File: src/rtl/cube_root_if.sv
// Handshake bundle for cube_root: operand channel (in_*) and result channel (out_*).
// The producer/consumer side uses the master modport; cube_root uses the slave modport.
interface cube_root_if #(
    parameter int unsigned IN_W   = 32,
    parameter int unsigned ROOT_W = 11
) ();
    logic              in_valid;
    logic              in_ready;
    logic [IN_W-1:0]   in_x;
    logic              out_valid;
    logic              out_ready;
    logic [ROOT_W-1:0] out_root;
    logic [IN_W-1:0]   out_rem;

    modport master (
        output in_valid, in_x, out_ready,
        input  in_ready, out_valid, out_root, out_rem
    );

    modport slave (
        input  in_valid, in_x, out_ready,
        output in_ready, out_valid, out_root, out_rem
    );
endinterface

File: src/rtl/cube_root.sv
// Bit-serial integer cube root: root = floor(cbrt(x)), rem = x - root^3, one root bit per step.
// Define CUBE_ROOT_MUL2_EN to split each trial cube over two cycles (registered square, then cube).
module cube_root #(
    parameter int unsigned IN_W   = 32,
    parameter int unsigned ROOT_W = 11
) (
    input  logic      clock,
    input  logic      reset_done,
    cube_root_if.slave bus
);
    localparam int unsigned CUBE_W = 3 * ROOT_W;
    localparam int unsigned K_W    = $clog2(ROOT_W);

    typedef enum logic [1:0] {IDLE, CALC, DONE} state_t;

    state_t            state;
    logic [IN_W-1:0]   x_reg;
    logic [ROOT_W-1:0] root_acc;
    logic [CUBE_W-1:0] acc_cube;
    logic [K_W-1:0]    k;
    logic              out_valid_r;
    logic [ROOT_W-1:0] out_root_r;
    logic [IN_W-1:0]   out_rem_r;

    logic [ROOT_W-1:0] trial;
    logic [CUBE_W-1:0] cube_t;
    logic              fits;
    logic              step_en;
    logic [IN_W-1:0]   rem_next;

    assign trial = root_acc | (ROOT_W'(1) << k);

`ifdef CUBE_ROOT_MUL2_EN
    localparam int unsigned SQ_W = 2 * ROOT_W;
    logic            phase_b;
    logic [SQ_W-1:0] sq;
    assign cube_t  = CUBE_W'(sq) * CUBE_W'(trial);
    assign step_en = phase_b;
`else
    assign cube_t  = CUBE_W'(trial) * CUBE_W'(trial) * CUBE_W'(trial);
    assign step_en = 1'b1;
`endif

    assign fits = (cube_t <= CUBE_W'(x_reg));

    // acc_cube tracks root_acc^3, so the remainder needs no extra multiplier
    always_comb begin
        rem_next = x_reg - (fits ? cube_t[IN_W-1:0] : acc_cube[IN_W-1:0]);
    end

    always_ff @(posedge clock or posedge reset_done) begin
        if (reset_done) begin
            state       <= IDLE;
            x_reg       <= '0;
            root_acc    <= '0;
            acc_cube    <= '0;
            k           <= '0;
            out_valid_r <= 1'b0;
            out_root_r  <= '0;
            out_rem_r   <= '0;
`ifdef CUBE_ROOT_MUL2_EN
            phase_b     <= 1'b0;
            sq          <= '0;
`endif
        end else begin
            case (state)
                IDLE: begin
                    if (bus.in_valid) begin
                        x_reg    <= bus.in_x;
                        root_acc <= '0;
                        acc_cube <= '0;
                        k        <= K_W'(ROOT_W - 1);
                        state    <= CALC;
`ifdef CUBE_ROOT_MUL2_EN
                        phase_b  <= 1'b0;
`endif
                    end
                end
                CALC: begin
`ifdef CUBE_ROOT_MUL2_EN
                    sq      <= SQ_W'(trial) * SQ_W'(trial);
                    phase_b <= ~phase_b;
`endif
                    if (step_en) begin
                        if (fits) begin
                            root_acc <= trial;
                            acc_cube <= cube_t;
                        end
                        if (k == '0) begin
                            state       <= DONE;
                            out_valid_r <= 1'b1;
                            out_root_r  <= fits ? trial : root_acc;
                            out_rem_r   <= rem_next;
                        end else begin
                            k <= k - K_W'(1);
                        end
                    end
                end
                DONE: begin
                    if (bus.out_ready) begin
                        out_valid_r <= 1'b0;
                        state       <= IDLE;
                    end
                end
                default: state <= IDLE;
            endcase
        end
    end

    assign bus.in_ready  = (state == IDLE);
    assign bus.out_valid = out_valid_r;
    assign bus.out_root  = out_root_r;
    assign bus.out_rem   = out_rem_r;
endmodule

File: src/flat_wrapper.sv
// flat-port wrapper written by rule: the top's interface ports become plain ports
module cube_root_flat 
#(
    parameter int unsigned IN_W   = 32,
    parameter int unsigned ROOT_W = 11
)
  (clock, reset_done, bus_in_valid, bus_in_x, bus_out_ready, bus_in_ready, bus_out_valid, bus_out_root, bus_out_rem);
  cube_root_if #(.IN_W(IN_W), .ROOT_W(ROOT_W)) bus_i ();
  input  logic clock;
  input  logic reset_done;
  input wire logic [$bits(bus_i.in_valid)-1:0] bus_in_valid;
  input wire logic [$bits(bus_i.in_x)-1:0] bus_in_x;
  input wire logic [$bits(bus_i.out_ready)-1:0] bus_out_ready;
  output wire logic [$bits(bus_i.in_ready)-1:0] bus_in_ready;
  output wire logic [$bits(bus_i.out_valid)-1:0] bus_out_valid;
  output wire logic [$bits(bus_i.out_root)-1:0] bus_out_root;
  output wire logic [$bits(bus_i.out_rem)-1:0] bus_out_rem;
  assign bus_i.in_valid = bus_in_valid;
  assign bus_i.in_x = bus_in_x;
  assign bus_i.out_ready = bus_out_ready;
  assign bus_in_ready = bus_i.in_ready;
  assign bus_out_valid = bus_i.out_valid;
  assign bus_out_root = bus_i.out_root;
  assign bus_out_rem = bus_i.out_rem;
  cube_root #(.IN_W(IN_W), .ROOT_W(ROOT_W)) u_core (.clock(clock), .reset_done(reset_done), .bus(bus_i));
endmodule
File: config.mk
export PLATFORM = sky130hd
export DESIGN_NAME = cube_root_flat
export DESIGN_NICKNAME = d
export VERILOG_FILES = /design/src/rtl/cube_root_if.sv /design/src/rtl/cube_root.sv /design/src/flat_wrapper.sv
export SDC_FILE = /design/constraint.sdc
export NUM_CORES = 1
export LEC_CHECK = 0
export CORE_MARGIN = 2
export CORE_UTILIZATION = 30
export DETAILED_ROUTE_END_ITERATION = 8
export GPL_TIMING_DRIVEN = 0
export PLACE_DENSITY = 0.52
export SYNTH_ARGS = -nofsm -noshare
export SYNTH_HDL_FRONTEND = slang
export SYNTH_SLANG_ARGS = --single-unit
File: constraint.sdc
create_clock -name clock -period 16 [get_ports clock]
set_clock_uncertainty 0.05 [all_clocks]
set_input_delay 2.4 -clock clock [delete_from_list [all_inputs] [get_ports clock]]
set_output_delay 2.4 -clock clock [all_outputs]
set_load 0.01 [all_outputs]
==> results of run 1 <==
## critical path: cells and delay by family (launching register included)
kind	cells	cell delay (ns)
simple gates	9	1.78
flops	1	0.41
buf+inv	15	1.68
compound gates	22	4.49
fa+ha+maj	16	6.64
xor+xnor	1	0.16
## cell families (layout without fill, tap and decap cells)
kind of cell,Yosys count,in the layout,share of synthesized area
compound gates,355,355,0.125
xor+xnor,72,72,0.0356
fa+ha+maj,424,424,0.390
buf+inv,396,523,0.0853
flops,125,125,0.173
mux,68,68,0.0401
other cells,1,1,0.000207
simple gates,603,603,0.150
## cells in the mapped netlist (all sizes together), types with 3 or more instances
master	instances
or2	5
or3	13
inv	309
a311oi	4
nor3	46
nor2b	12
ha	191
o21ai	105
nor2	146
a221oi	5
fa	233
and3	4
a21o	40
a31oi	12
clkbuf	59
nand2	250
nand2b	27
mux2i	32
dfrtp	125
o21a	13
nor3b	4
nand3	54
a21boi	5
nor4	8
and2	10
xor2	26
o31ai	8
buf	26
a211o	5
nand4	13
a21oi	101
and4	5
a211oi	19
mux2	36
o211ai	7
a2111oi	3
xnor2	45
o21bai	9
## final cells by class
type                    instances  area (um^2)
inverters                     311         1190
fillers                      6182        38300
multi-input cells            1523        13700
flip-flops and latches        125         3130
clock buffers                  25          505
clock inverters                 5         81.3
well taps                     773          967
repair buffers                103         1010
plain buffers                  79          439
## repair_timing
action / 4_1_cts / 5_1_grt
endpoints found under the setup margin: 31 / 19
setup buffers: 8 / 14
gates resized for setup: 60 / 83
pin swaps: 1 / 11
## metrics by stage
step           worst slack [ns]  utilization  instances  TNS (ns)
3_3_place_gp              -1.95        0.335       2897    -31.85
3_5_place_dp              -2.17        0.336       2898    -38.44
4_1_cts                  0.0669        0.349       2931         0
6_report                  0.736        0.354       2944         0
2_1_floorplan              1.58            -       2044         0
5_1_grt                 -0.0327        0.354       2944   -0.0327
## routing by layer
metal / vias up / global-route usage / routed length [um]
met5: - / 0 / 0
met1: 7506 / 0.241 / 24900
met2: 398 / 0.303 / 26400
met4: 0 / 0.0489 / 1170
met3: 72 / 0.0252 / 2690
li1: 6939 / - / -
## how the worst max path moves through the flow
stage	from	end	slack, ns	cells past startpoint
2_1_floorplan	u_core.k[0]$_DFFE_PP0P_	u_core.bus.out_rem[28]$_DFFE_PP0P_	1.58	62
3_3_place_gp	u_core.k[0]$_DFFE_PP0P_	u_core.bus.out_rem[31]$_DFFE_PP0P_	-1.95	59
3_5_place_dp	u_core.k[0]$_DFFE_PP0P_	u_core.bus.out_rem[31]$_DFFE_PP0P_	-2.17	55
4_1_cts	u_core.k[0]$_DFFE_PP0P_	u_core.bus.out_rem[31]$_DFFE_PP0P_	0.07	60
5_1_grt	u_core.k[1]$_DFFE_PP0P_	u_core.bus.out_rem[28]$_DFFE_PP0P_	-0.03	65
6_report	u_core.k[0]$_DFFE_PP0P_	u_core.bus.out_rem[28]$_DFFE_PP0P_	0.74	63
==> results.json, run 1 <==
{
  "outcome": "finished clean",
  "period_needed_ns": 15.26,
  "r2r_cells": 63,
  "maxSlewHeadroom": 0.415,
  "hold_end": "u_core.bus.out_rem[4]$_DFFE_PP0P_",
  "antenna_found_initial": 0,
  "finalWirelength_um": 55200,
  "synth-async-reset-ratio": 1.00,
  "dieArea_mm2": 0.0622,
  "setup-violations-final": 0,
  "clock-sinks": 125,
  "antenna_cells": 0,
  "groute.usage.overall": 0.180,
  "die_y_um": 249,
  "synthFlopType": "dfrtp_1",
  "clkTransAtPathRegs_ns": 0.06,
  "avgSynthCellArea_um2": 8.84,
  "synth_edf_count": 0,
  "holdCritPathClass": "flop to flop",
  "cp-end-kind": "flop",
  "syn_nets": 2504,
  "initial_core_util": 0.305,
  "worstHoldStart": "u_core.bus.out_rem[4]$_DFFE_PP0P_",
  "clk_latency_ns": 0.43,
  "ant_nets": 0,
  "yosys_warnings": 0,
  "reg2reg_slack_ns": 0.74,
  "numCtsBuffers": 17,
  "grt_pass1_vias": 15400,
  "stdcell_area_mm2": 0.0210,
  "coreArea_mm2": 0.0592,
  "grt_first_pass_wirelength_um": 86700,
  "most-common-layout-cells": "inv_1, nand2_1, fa_1",
  "yosysTopAreaCell": "fa_1",
  "synthCells": 2044,
  "timing.rr.end": "u_core.bus.out_rem[28]$_DFFE_PP0P_",
  "grt_max_degree": 96,
  "hold_viol_final": 0,
  "drive_above_1_share": 0.0981,
  "cpPeakStageDelay_ns": 0.52,
  "post_drt_wl_per_cell_um": 18.8,
  "hold_depth": 2,
  "yosysUniqueCellTypes": 76,
  "grt-ovfl-total": 0,
  "cts_tree": "done",
  "dp_hpwl_um": 44200,
  "tightest_slew_ns": 0.877,
  "fp-row-count": 89,
  "cp_common_cell": "fa_1",
  "drtIter0Drc": 907,
  "arrival_ns": 15.58,
  "drv_cap": 0,
  "finalNetCount": 2620,
  "max_clock_freq_mhz": 65.5,
  "portBuffers": 80,
  "drv_slew": 0,
  "num_vias": 14900,
  "drt-pass1-iter-count": 7,
  "synth_top_area_frac": 0.258,
  "crit_path_max_fanout": 10,
  "final_common_cell": "inv_1",
  "place.gp.congestion": 0.886,
  "drc": 0,
  "placed_cell_area_mm2": 0.0199,
  "netlist_area_mm2": 0.0181,
  "die_w_um": 249,
  "cts-root-buf": "clkbuf_16",
  "boundaryPins": 81,
  "final.period_utilization": 0.954,
  "ys_seq_elements": 125,
  "reg2reg_from": "u_core.k[0]$_DFFE_PP0P_",
  "crit_path_start_kind": "flop",
  "critPathKind": "flop to flop",
  "slowest_stage": "fa_1",
  "synthTopCellsByArea": "fa_1, dfrtp_1, ha_1, inv_1, nand2_1",
  "drt-vias-per-instance": 5.07,
  "cts_buffer_depth": 2,
  "timing.hold.ws_ns": 0.432,
  "cp.required_ns": 16.32,
  "seq_area_frac_synth": 0.173,
  "h-tree-depth": 4,
  "area_growth_pct": 16.1,
  "ctsHoldBuffers": 0
}
Power of run 1 is not shown: default switching activity piles up to over one toggle a cycle in this logic, so the estimate is an artifact.
==> run 2: changes to the inputs <==
Settings changed: GPL_TIMING_DRIVEN 0 to not set.
==> run 2 against run 1 <==
First-iteration DRC count shrank 17%. Routed wire length shrank 9.2%. Critical path type unchanged. Setup slack better by 0.20 ns. Design area fell by 1.4%. Largest cell class unchanged. Die area unchanged. Worst hold slack lost 0.0047 ns. Fmax rose by 1.4%. Via count shrank 1.5%. Flip-flop and latch count is the same. Critical path depth down 5. Global-route usage decreased by 1.4 points. Highest routed layer unchanged. Non-clock buffer count decreased by 26.
==> results.json, run 2 (synthesis results as in run 1) <==
{
  "outcome": "finished clean",
  "cts_tree": "done",
  "cp.required_ns": 16.28,
  "period_needed_ns": 15.06,
  "grt-ovfl-total": 0,
  "drc": 0,
  "cp-end-kind": "flop",
  "area_growth_pct": 14.4,
  "finalWirelength_um": 50100,
  "antenna_found_initial": 0,
  "place.gp.congestion": 0.867,
  "fillers": 6100,
  "grt_max_degree": 77,
  "portBuffers": 80,
  "fin_util": 0.349,
  "die_w_um": 249,
  "initial_core_util": 0.305,
  "seq_area_mm2": 0.00313,
  "critPathKind": "flop to flop",
  "clkTransAtPathRegs_ns": 0.06,
  "drive_above_1_share": 0.0825,
  "tightest_slew_ns": 1.03,
  "crit_path_start_kind": "flop",
  "die_y_um": 249,
  "num_vias": 14700,
  "final_common_cell": "inv_1",
  "cpPeakStageDelay_ns": 0.56,
  "ant_nets": 0,
  "boundaryPins": 81,
  "post_drt_wl_per_cell_um": 17.2,
  "max_clock_freq_mhz": 66.4,
  "final.period_utilization": 0.941,
  "clock-sinks": 125,
  "cts_buffer_depth": 2,
  "crit_path_max_fanout": 15,
  "drt-vias-per-instance": 5.03,
  "cp_common_cell": "fa_1",
  "dp_hpwl_um": 40300,
  "hold_viol_final": 0,
  "h-tree-depth": 4,
  "arrival_ns": 15.34,
  "holdCritPathClass": "flop to flop",
  "fp-row-count": 89,
  "finalNetCount": 2594,
  "numCtsBuffers": 17,
  "fin_tns_setup_ns": 0,
  "drt-pass1-iter-count": 5,
  "most-common-layout-cells": "inv_1, nand2_1, fa_1",
  "dieArea_mm2": 0.0622,
  "multi_input_area_mm2": 0.0135,
  "ctsHoldBuffers": 0,
  "maxSlewHeadroom": 0.313,
  "rsz0062_at_grt": "no",
  "grt_pass1_vias": 15100,
  "drtIter0Drc": 756,
  "grt_first_pass_wirelength_um": 82700,
  "setup-violations-final": 0,
  "antenna_cells": 0,
  "coreArea_mm2": 0.0592,
  "cts-root-buf": "clkbuf_16",
  "drv_cap": 0,
  "groute.usage.overall": 0.166,
  "slowest_stage": "fa_1",
  "drv_slew": 0,
  "clk_latency_ns": 0.44
}
[run 2: per-stage QoR]
| step | hold WS, ns | cell area, um^2 | setup WS (ns) | cells |
|---|---|---|---|---|
| after floorplan | 0.416 | 18100 | 1.58 | 2044 |
| after global placement | 0.417 | 20100 | 0.673 | 2887 |
| after detailed placement | 0.422 | 20100 | 0.503 | 2887 |
| after CTS | 0.434 | 20700 | 0.462 | 2918 |
| after global routing | 0.459 | 20700 | 0.0443 | 2919 |
| final | 0.427 | 20700 | 0.940 | 2919 |
[run 2: final cells by class]
type / count / share of cell area
clock buffers: 20 / 0.0216
clock inverters: 11 / 0.00696
inverters: 311 / 0.0569
multi-input cells: 1523 / 0.650
flip-flops and latches: 125 / 0.151
well taps: 773 / 0.0468
repair buffers: 156 / 0.0663
[run 2: timing repair]
action                                 4_1_cts  5_1_grt
endpoints found under the hold margin        0        0
buffers inserted                             0        1
gates resized for setup                      0        7
setup endpoints to repair                    0       16
[run 2: final timing paths]
| path | from | endpoint | slack (ns) | cells past startpoint |
|---|---|---|---|---|
| worst max-delay path | u_core.k[0]$_DFFE_PP0P_ | u_core.bus.out_rem[31]$_DFFE_PP0P_ | 0.94 | 58 |
| worst min-delay path | u_core.bus.out_rem[4]$_DFFE_PP0P_ | u_core.bus.out_rem[4]$_DFFE_PP0P_ | 0.43 | 2 |
| worst max register to register | u_core.k[0]$_DFFE_PP0P_ | u_core.bus.out_rem[31]$_DFFE_PP0P_ | 0.94 | 58 |
| worst min register to register | u_core.bus.out_rem[4]$_DFFE_PP0P_ | u_core.bus.out_rem[4]$_DFFE_PP0P_ | 0.43 | 2 |
| max in group asynchronous | reset_done | u_core.acc_cube[24]$_DFFE_PP0P_ | 12.19 | 3 |
| min in group asynchronous | reset_done | u_core.bus.out_rem[5]$_DFFE_PP0P_ | 2.31 | 2 |
[run 2: layer usage]
| metal | global-route usage | up-vias | wire length [um] |
|---|---|---|---|
| met5 | 0 | - | 0 |
| met4 | 0.0348 | 0 | 694 |
| met3 | 0.0268 | 54 | 2250 |
| met2 | 0.279 | 339 | 24500 |
| met1 | 0.225 | 7415 | 22700 |
| li1 | - | 6880 | - |
[run 2: critical path: cells and delay by family, from the launching register on]
| kind | cells | cell delay (ns) |
|---|---|---|
| flip-flops | 1 | 0.43 |
| AO/OA/AOI/OAI | 22 | 4.69 |
| adder cells (fa/ha/maj) | 15 | 6.26 |
| AND/OR/NAND/NOR | 6 | 1.24 |
| multiplexers | 2 | 0.39 |
| XOR/XNOR | 2 | 0.48 |
| buffers and inverters | 11 | 1.36 |
Power of run 2 is left out for the same reason.
